--- config.mk ---
export PLATFORM = sky130hd
export DESIGN_NAME = hex_scan_ctrl
export DESIGN_NICKNAME = d
export VERILOG_FILES = /design/src/rtl/hex_scan_pkg.sv /design/src/rtl/hex_scan_ctrl_seg_7.sv /design/src/rtl/hex_scan_ctrl.sv
export SDC_FILE = /design/constraint.sdc
export NUM_CORES = 1
export LEC_CHECK = 0
export ABC_AREA = 1
export CAP_MARGIN = 25
export CORE_MARGIN = 2
export CORE_UTILIZATION = 40
export DETAILED_ROUTE_END_ITERATION = 10
export HOLD_SLACK_MARGIN = 0.1
export SYNTH_ARGS = -nofsm -noshare
export SYNTH_HDL_FRONTEND = slang
export SYNTH_SLANG_ARGS = --single-unit
--- constraint.sdc ---
create_clock -name wb_clk_i -period 2.1 [get_ports wb_clk_i]
set_input_delay 0.63 -clock wb_clk_i [delete_from_list [all_inputs] [get_ports wb_clk_i]]
set_output_delay 0.63 -clock wb_clk_i [all_outputs]
set_load 0.05 [all_outputs]
--- src/rtl/hex_scan_pkg.sv ---
// Shared constants and types for the 4-digit multiplexed 7-segment controller.
package hex_scan_pkg;

    // Register map (single address bit)
    localparam logic ADR_VALUE = 1'b0;
    localparam logic ADR_CTRL  = 1'b1;

    // CTRL field positions
    localparam int CTRL_EN       = 0;
    localparam int CTRL_BLINK    = 1;
    localparam int CTRL_BLANK_LO = 4;
    localparam int CTRL_BLANK_HI = 7;

    // Implemented CTRL bits; everything else reads back as zero
    localparam logic [15:0] CTRL_MASK = 16'h00f3;

    // All segments dark (segments are active-low)
    localparam logic [6:0] SEG_OFF = 7'h7f;

    // Scan state: a digit is shown, then one all-dark clock before the next
    typedef enum logic {
        SHOW = 1'b0,
        GAP  = 1'b1
    } scan_state_t;

    // Merge new write data into an old register value under byte enables
    function automatic logic [15:0] byte_merge(input logic [15:0] old_v,
                                               input logic [15:0] new_v,
                                               input logic [1:0]  sel);
        logic [15:0] res;
        res[15:8] = sel[1] ? new_v[15:8] : old_v[15:8];
        res[7:0]  = sel[0] ? new_v[7:0]  : old_v[7:0];
        return res;
    endfunction

endpackage

--- src/rtl/hex_scan_ctrl_seg_7.sv ---
// Hex digit to active-low 7-segment decoder, segments ordered {g,f,e,d,c,b,a}.
// When en is low every segment is dark.
module seg_7 (
    input  logic [3:0] num,
    input  logic       en,
    output logic [6:0] seg
);

    // Combinational nibble-to-segment lookup with a dark override
    always_comb begin
        seg = 7'h7f;
        if (en) begin
            case (num)
                4'h0:    seg = 7'h40;
                4'h1:    seg = 7'h79;
                4'h2:    seg = 7'h24;
                4'h3:    seg = 7'h30;
                4'h4:    seg = 7'h19;
                4'h5:    seg = 7'h12;
                4'h6:    seg = 7'h02;
                4'h7:    seg = 7'h78;
                4'h8:    seg = 7'h00;
                4'h9:    seg = 7'h10;
                4'ha:    seg = 7'h08;
                4'hb:    seg = 7'h03;
                4'hc:    seg = 7'h46;
                4'hd:    seg = 7'h21;
                4'he:    seg = 7'h06;
                4'hf:    seg = 7'h0e;
                default: seg = 7'h7f;
            endcase
        end else begin
            seg = 7'h7f;
        end
    end

endmodule

--- src/rtl/hex_scan_ctrl.sv ---
// Wishbone slave driving a 4-digit common-anode multiplexed 7-segment display.
// VALUE holds four hex digits, CTRL holds enable, blink and per-digit blanking.
// The prescaler only advances while a digit is shown, so every digit gets a
// full SCAN_DIV clocks of on-time followed by a single all-dark guard clock.
module hex_scan_ctrl
    import hex_scan_pkg::*;
#(
    parameter int SCAN_DIV    = 50000,
    parameter int BLINK_SLOTS = 256
) (
    input  logic        wb_clk_i,
    input  logic        wb_rst_i,
    input  logic        wb_adr_i,
    input  logic [15:0] wb_dat_i,
    input  logic [1:0]  wb_sel_i,
    input  logic        wb_we_i,
    input  logic        wb_stb_i,
    input  logic        wb_cyc_i,
    output logic [15:0] wb_dat_o,
    output logic        wb_ack_o,
    output logic [6:0]  seg_o,
    output logic [3:0]  an_n_o
);

    localparam int              PW       = $clog2(SCAN_DIV);
    localparam int              BW       = $clog2(BLINK_SLOTS + 1);
    localparam logic [PW-1:0]   PRE_MAX  = PW'(SCAN_DIV - 1);
    localparam logic [BW-1:0]   BCNT_MAX = BW'(BLINK_SLOTS - 1);

    logic [15:0]   r_value;
    logic [15:0]   r_ctrl;
    logic [15:0]   r_dat;
    logic          r_ack;
    logic [PW-1:0] r_pre;
    logic [BW-1:0] r_bcnt;
    logic          r_phase;
    logic [1:0]    r_idx;
    scan_state_t   r_state;
    logic [6:0]    r_seg;
    logic [3:0]    r_an;

    scan_state_t   w_state_nxt;
    logic          w_req;
    logic          w_ack_nxt;
    logic          w_wr;
    logic [15:0]   w_rdata;
    logic          w_tick;
    logic          w_vis;
    logic [3:0]    w_blank;
    logic [3:0]    w_nibble;
    logic [6:0]    w_seg_dec;
    logic [6:0]    w_seg_nxt;
    logic [3:0]    w_an_nxt;

    assign w_req     = wb_stb_i & wb_cyc_i;
    assign w_ack_nxt = w_req & ~r_ack;
    assign w_wr      = r_ack & w_req & wb_we_i;
    assign w_tick    = (r_state == SHOW) && (r_pre == PRE_MAX);
    assign w_blank   = r_ctrl[CTRL_BLANK_HI:CTRL_BLANK_LO];
    assign w_nibble  = r_value[{r_idx, 2'b00} +: 4];
    assign w_vis     = r_ctrl[CTRL_EN] & ~w_blank[r_idx] & (~r_ctrl[CTRL_BLINK] | r_phase);

    assign wb_dat_o  = r_dat;
    assign wb_ack_o  = r_ack;
    assign seg_o     = r_seg;
    assign an_n_o    = r_an;

    seg_7 u_seg_7 (
        .num (w_nibble),
        .en  (w_vis),
        .seg (w_seg_dec)
    );

    // Register read mux
    always_comb begin
        w_rdata = 16'h0000;
        if (wb_adr_i == ADR_CTRL) begin
            w_rdata = r_ctrl;
        end else begin
            w_rdata = r_value;
        end
    end

    // Bus handshake: one wait state, write commits in the ack cycle, data only with ack
    always_ff @(posedge wb_clk_i) begin
        if (wb_rst_i) begin
            r_ack   <= 1'b0;
            r_dat   <= 16'h0000;
            r_value <= 16'h0000;
            r_ctrl  <= 16'h0000;
        end else begin
            r_ack <= w_ack_nxt;
            r_dat <= w_ack_nxt ? w_rdata : 16'h0000;
            if (w_wr && (wb_adr_i == ADR_VALUE)) begin
                r_value <= byte_merge(r_value, wb_dat_i, wb_sel_i);
            end else if (w_wr && (wb_adr_i == ADR_CTRL)) begin
                r_ctrl <= byte_merge(r_ctrl, wb_dat_i, wb_sel_i) & CTRL_MASK;
            end
        end
    end

    // Slot prescaler, paused during the guard clock
    always_ff @(posedge wb_clk_i) begin
        if (wb_rst_i) begin
            r_pre <= '0;
        end else if (r_state == SHOW) begin
            r_pre <= w_tick ? '0 : r_pre + 1'b1;
        end else begin
            r_pre <= r_pre;
        end
    end

    // Scan state and digit index; the index advances when leaving the guard clock
    always_ff @(posedge wb_clk_i) begin
        if (wb_rst_i) begin
            r_state <= SHOW;
            r_idx   <= 2'd0;
        end else begin
            r_state <= w_state_nxt;
            if (r_state == GAP) begin
                r_idx <= r_idx + 2'd1;
            end
        end
    end

    // Next scan state and the pin values to register this cycle
    always_comb begin
        w_state_nxt = r_state;
        w_an_nxt    = 4'hf;
        w_seg_nxt   = SEG_OFF;
        case (r_state)
            SHOW: begin
                w_state_nxt = w_tick ? GAP : SHOW;
                w_an_nxt    = r_ctrl[CTRL_EN] ? ~(4'b0001 << r_idx) : 4'hf;
                w_seg_nxt   = w_seg_dec;
            end
            GAP: begin
                w_state_nxt = SHOW;
                w_an_nxt    = 4'hf;
                w_seg_nxt   = SEG_OFF;
            end
            default: begin
                w_state_nxt = SHOW;
                w_an_nxt    = 4'hf;
                w_seg_nxt   = SEG_OFF;
            end
        endcase
    end

    // Blink half-period counter, advanced on every entry into the guard clock
    always_ff @(posedge wb_clk_i) begin
        if (wb_rst_i) begin
            r_bcnt  <= '0;
            r_phase <= 1'b1;
        end else if (!r_ctrl[CTRL_BLINK]) begin
            r_bcnt  <= '0;
            r_phase <= 1'b1;
        end else if (w_tick) begin
            if (r_bcnt == BCNT_MAX) begin
                r_bcnt  <= '0;
                r_phase <= ~r_phase;
            end else begin
                r_bcnt <= r_bcnt + 1'b1;
            end
        end else begin
            r_bcnt <= r_bcnt;
        end
    end

    // Registered display pins
    always_ff @(posedge wb_clk_i) begin
        if (wb_rst_i) begin
            r_seg <= SEG_OFF;
            r_an  <= 4'hf;
        end else begin
            r_seg <= w_seg_nxt;
            r_an  <= w_an_nxt;
        end
    end

endmodule

Word level (Yosys, flattened, before mapping)
Memory sizes are Yosys's and may differ from the RTL's.
Cells that the tools add are included.
Storage, ports and cells
  flip-flop bits (word level): 79
  memory bits (read-only): 112
  input port bits: 24
  output and inout port bits: 28
  memories kept: 1
Memories
  (name not given): depth 16, bits a word 7, rd ports 1, clocked after Yosys merged registers in 0, write ports 0, line hex_scan_ctrl_seg_7.sv:13  | case (num)
Operators by class
  $add $sub $neg: 3
  $lt $le $gt $ge: 1
  equal/unequal tests: 2
  shift operators: 2
  multiplexer cells: 11
  bitwise gates (word level): 16
  reduce and logical (&&, ||, !) cells: 10
Operators by type and width (count)
  $add 16x1->16 const B: 1
  $eq 16x16->1 const B: 1
  $mux 16: 1
  $shiftx 16x5->4: 1
  $pmux 7 s2: 1
  $add 9x1->9 const B: 1
  $eq 9x8->1 const B: 1
  $mux 9: 1
  $mux 8: 1
  $not 1->1: 8
  $pmux 4 s2: 1
  $mux 7: 1
  $and 1x1->1: 6
  $reduce_and 2->1: 3
  $mux 4: 1
  $not 4->4: 1
  $reduce_or 2->1: 2
  $shl 1x2->4 const A: 1
  $logic_and 1x1->1: 3
  $lt 2x3->1 const B: 1
  $reduce_and 3->1: 1
  $reduce_or 3->1: 1
  $add 2x1->2 const B: 1
  $bmux 1 s2: 1
  3 further kinds: 4

Longest topological paths before layout
  word-level depth: 7
  depth in mapped cells: 11

Hierarchy
From an unflattened synthesis, not the netlist that was laid out.
Unflattened totals
  cell total of the unflattened synthesis: 486
  area total of the unflattened synthesis: 3592.2 µm²
By module, submodules not included
  hex_scan_ctrl: instances 1, cells an instance 434, area each 3299.4 µm²
  seg_7: instances 1, cells an instance 52, area each 292.8 µm²

Least setup slack after synthesis
No wires, ideal clock.
  kind: in2reg
  start point: in wb_rst_i
  end point: reg r_seg[0], in the netlist seg_o[0]
  setup time: 0.114 ns
  arrival time: 1.453 ns
  path slack: 0.533 ns
  cell stages on the path: 8
  buffers on the path: 1
  path through: clkbuf_8 inv_4 nand2_4 nor2_4 nand3_2 nor2_4 and2_1 nand2_1
RTL lines
  from (decl): line hex_scan_ctrl.sv:12  | input logic wb_rst_i,
  to (signal assigned): line hex_scan_ctrl.sv:176  | r_seg <= w_seg_nxt;
  to (decl): line hex_scan_ctrl.sv:39  | logic [6:0] r_seg;

Final worst setup path
  start point: reg r_dat[2], in the netlist wb_dat_o[2]
  end point: out wb_dat_o[2]
RTL lines
  from (decl): line hex_scan_ctrl.sv:32  | logic [15:0] r_dat;
  from (signal assigned): line hex_scan_ctrl.sv:93  | r_dat <= w_ack_nxt ? w_rdata : 16'h0000;
  to (decl): line hex_scan_ctrl.sv:19  | output logic [15:0] wb_dat_o,
No word-level cell between the ends.

==> impl_metrics.csv <==
group,metric,value,unit
synth,yosysTopAreaCell,"dfxtp_1",
worst_setup_path,path_delay_family,"buffers and inverters",
die,initial_utilization,41.3,%
worst_setup_path,critical_path_buf_inv_count,1,
sta,layout_setup_ws,255,ps
synth,ys_types,33,
finish,nNetsFinal,592,
synth,syn-cell-area,3620,µm²
worst_setup_path,worstSetupPathType,"reg2out",
sta,fin_worst_skew,8.93,ps
routing,drtIter0Drc,90,
sta,max_clock_freq,0.542,GHz
synth,synth_seq_area_share,43.6,%
worst_setup_path,worstPathArrival,1210,ps
routing,routedWlPerCell,12.5,µm
finish,drive_gt1_share,10.7,%
finish,final_common_cell,"nand2_1",
placed_design,dp_slack,49.1,ps
worst_setup_path,slowest_stage,"dlygate4sd2_1",
grt,grt_max_degree,28,
clocking,cts_made_buffers,9,
placed_design,dp_hpwl,6220,µm
placed_design,port_buffers,51,
synth,synth_top_area_share,43.6,%
flow_run,cap_viol_max_count,0,
placed_design,dp_cells,653,
die,die-area,9840,µm²
grt,grt_pass1_vias,3046,
worst_setup_path,max_stage_delay,530,ps
sta,tightestPinTransition,560,ps
finish,multiInputGateArea,1750,µm²
sta,relSlewSlack,62.6,%
synth,ys_ff_latch,79,
placed_design,routabilityCongestion,0.865,
sta,rsz0062_at_grt,"false",
routing,drt_wl_total,8340,µm
routing,postRouteAntennaNets,0,
clocking,insertion_delay,360,ps
die,die_x,99.2,µm
worst_setup_path,critPathLaunchType,"flip-flop",
synth,yosysWarnings,0,
routing,dr.pass1.iters,5,
clocking,cts_tree,"done",
pwr,vdd_ir_drop_max,302,µV
synth,synthesis.nets,528,
clocking,cts_hold_buf,0,
grt,grt_pass1_wl,14300,µm
synth,avgSynthCellArea,7.36,µm²
grt,grt-ovfl-total,0,
pwr,power.leakage,1.78,nW
grt,grt_antenna_before_repair,0,
worst_setup_path,end_kind,"primary output",
finish,register_area,1580,µm²
sta,min_period,1840,ps
routing,drc,0,
run_status,status,"finished clean",
finish,syn_to_final_growth,22.8,%
die,pin_count,52,
pwr,power.density,618,nW/µm²
sta,setup-violations-final,0,
clocking,clk_pin_slew,80,ps
clocking,post_cts_buffers,0,
sta,drv_slew,0,
routing,avgViaCountPerCell,4.87,
sta,finalHoldViolCount,0,
finish,mostFrequentLayoutCells,"104 x nand2_1, 79 x nor2_1, 79 x dfxtp_1",
finish,final_cells,669,
worst_hold_path,hp-class,"reg2reg",
routing,vias,3261,
clocking,htree_levels,3,
die,row_count,34,
sta,timing.final.crit_share,87.9,%
finish,fillerInstances,905,
finish,diodes,0,
grt,track_usage,18.1,%
synth,syn_inst,492,
die,core_area,8760,µm²
worst_setup_path,cp.required,1470,ps
die,die_y,99.2,µm
clocking,cts.path.max_buffers,2,
worst_setup_path,path_cells,"dlygate4sd2_1",
clocking,clock-root-buffer,"clkbuf_8",
worst_setup_path,crit_fanout,1,
clocking,cts.sinks,79,
synth,yosys-top-cells-area,"dfxtp_1 44%, nand2_1 11%, nor2_1 8.2%, inv_1 5.3%, nand3_1 5.2%",
sta,setup-tns-final,0,ps
==> cells in the mapped netlist, drive strengths merged <==
| cell | number |
|---|---|
| a21oi | 35 |
| and2 | 1 |
| buf | 5 |
| clkbuf | 4 |
| clkinv | 1 |
| dfxtp | 79 |
| ha | 12 |
| inv | 56 |
| nand2 | 111 |
| nand3 | 42 |
| nand3b | 1 |
| nand4 | 2 |
| nor2 | 88 |
| nor3 | 7 |
| nor3b | 1 |
| o211ai | 4 |
| o21ai | 34 |
| o21bai | 1 |
| o31ai | 1 |
| xnor2 | 1 |
| xor2 | 6 |
==> final cells by class <==
| type | instances | share of cell area (%) |
|---|---|---|
| Inverter | 57 | 5.03 |
| Multi-Input combinational cell | 347 | 39.4 |
| Timing Repair Buffer | 62 | 12.7 |
| Clock buffer | 11 | 2.95 |
| Clock inverter | 5 | 1.32 |
| Sequential cell | 79 | 35.5 |
| Tap cell | 108 | 3.04 |
==> cells by family after synthesis <==
logic type,after synthesis,share of synthesized area [%]
AOI/OAI and AO/OA,75,10.8
xor gates and xnor gates,7,1.69
adders and majority gates,12,4.14
buffers and inverters,66,7.98
DFF,79,43.6
and+or+nand+nor,253,31.8
==> flip-flops by register name, summed over array words and instances (netlist names) <==
name / count
r_ctrl: 6
an_n_o: 4
r_state: 1
r_bcnt: 9
seg_o: 7
wb_dat_o: 16
r_idx: 2
r_value: 16
r_pre: 16
r_phase: 1
wb_ack_o: 1
==> per-stage QoR <==
stage	utilization, %	power (mW)	hold WS (ps)	cell area [µm²]
2_1_floorplan	-	1.60	429	3620
3_3_place_gp	48.7	1.66	440	4270
3_5_place_dp	48.7	1.66	448	4270
4_1_cts	50.6	2.78	460	4440
5_1_grt	50.8	2.86	474	4450
6_report	50.8	2.75	458	4450
==> where the power goes <==
part           leakage [nW]  switching [mW]  internal (mW)  total [mW]
sequential            0.637         0.00646           1.50        1.51
combinational          1.06          0.0567         0.0578       0.114
clock                0.0895           0.574          0.550        1.12
total                  1.78           0.637           2.11        2.75
==> layer usage <==
metal | vias to the layer above | global-route usage, % | share of wire (%)
met5 | - | 0 | 0
met4 | 0 | 5.69 | 1.2
met3 | 9 | 4.15 | 3.8
met2 | 60 | 28.2 | 45
met1 | 1496 | 24.9 | 50
li1 | 1696 | - | -
==> worst paths after layout <==
path	startpoint	endpoint	slack (ps)	depth (start not counted)
setup / recovery	wb_dat_o[2]	wb_dat_o[2]	260	1
hold / removal	r_value[10]	wb_dat_o[10]	460	2
setup reg to reg	r_idx[0]	seg_o[3]	310	10
hold reg to reg	r_value[10]	wb_dat_o[10]	460	2
==> timing repair <==
item / 4_1_cts / 5_1_grt
endpoints found under the setup margin: 15 / 5
gates cloned: 0 / 0
gates resized for setup: 15 / 5
Note: power is estimated with default switching activity, not from simulation.
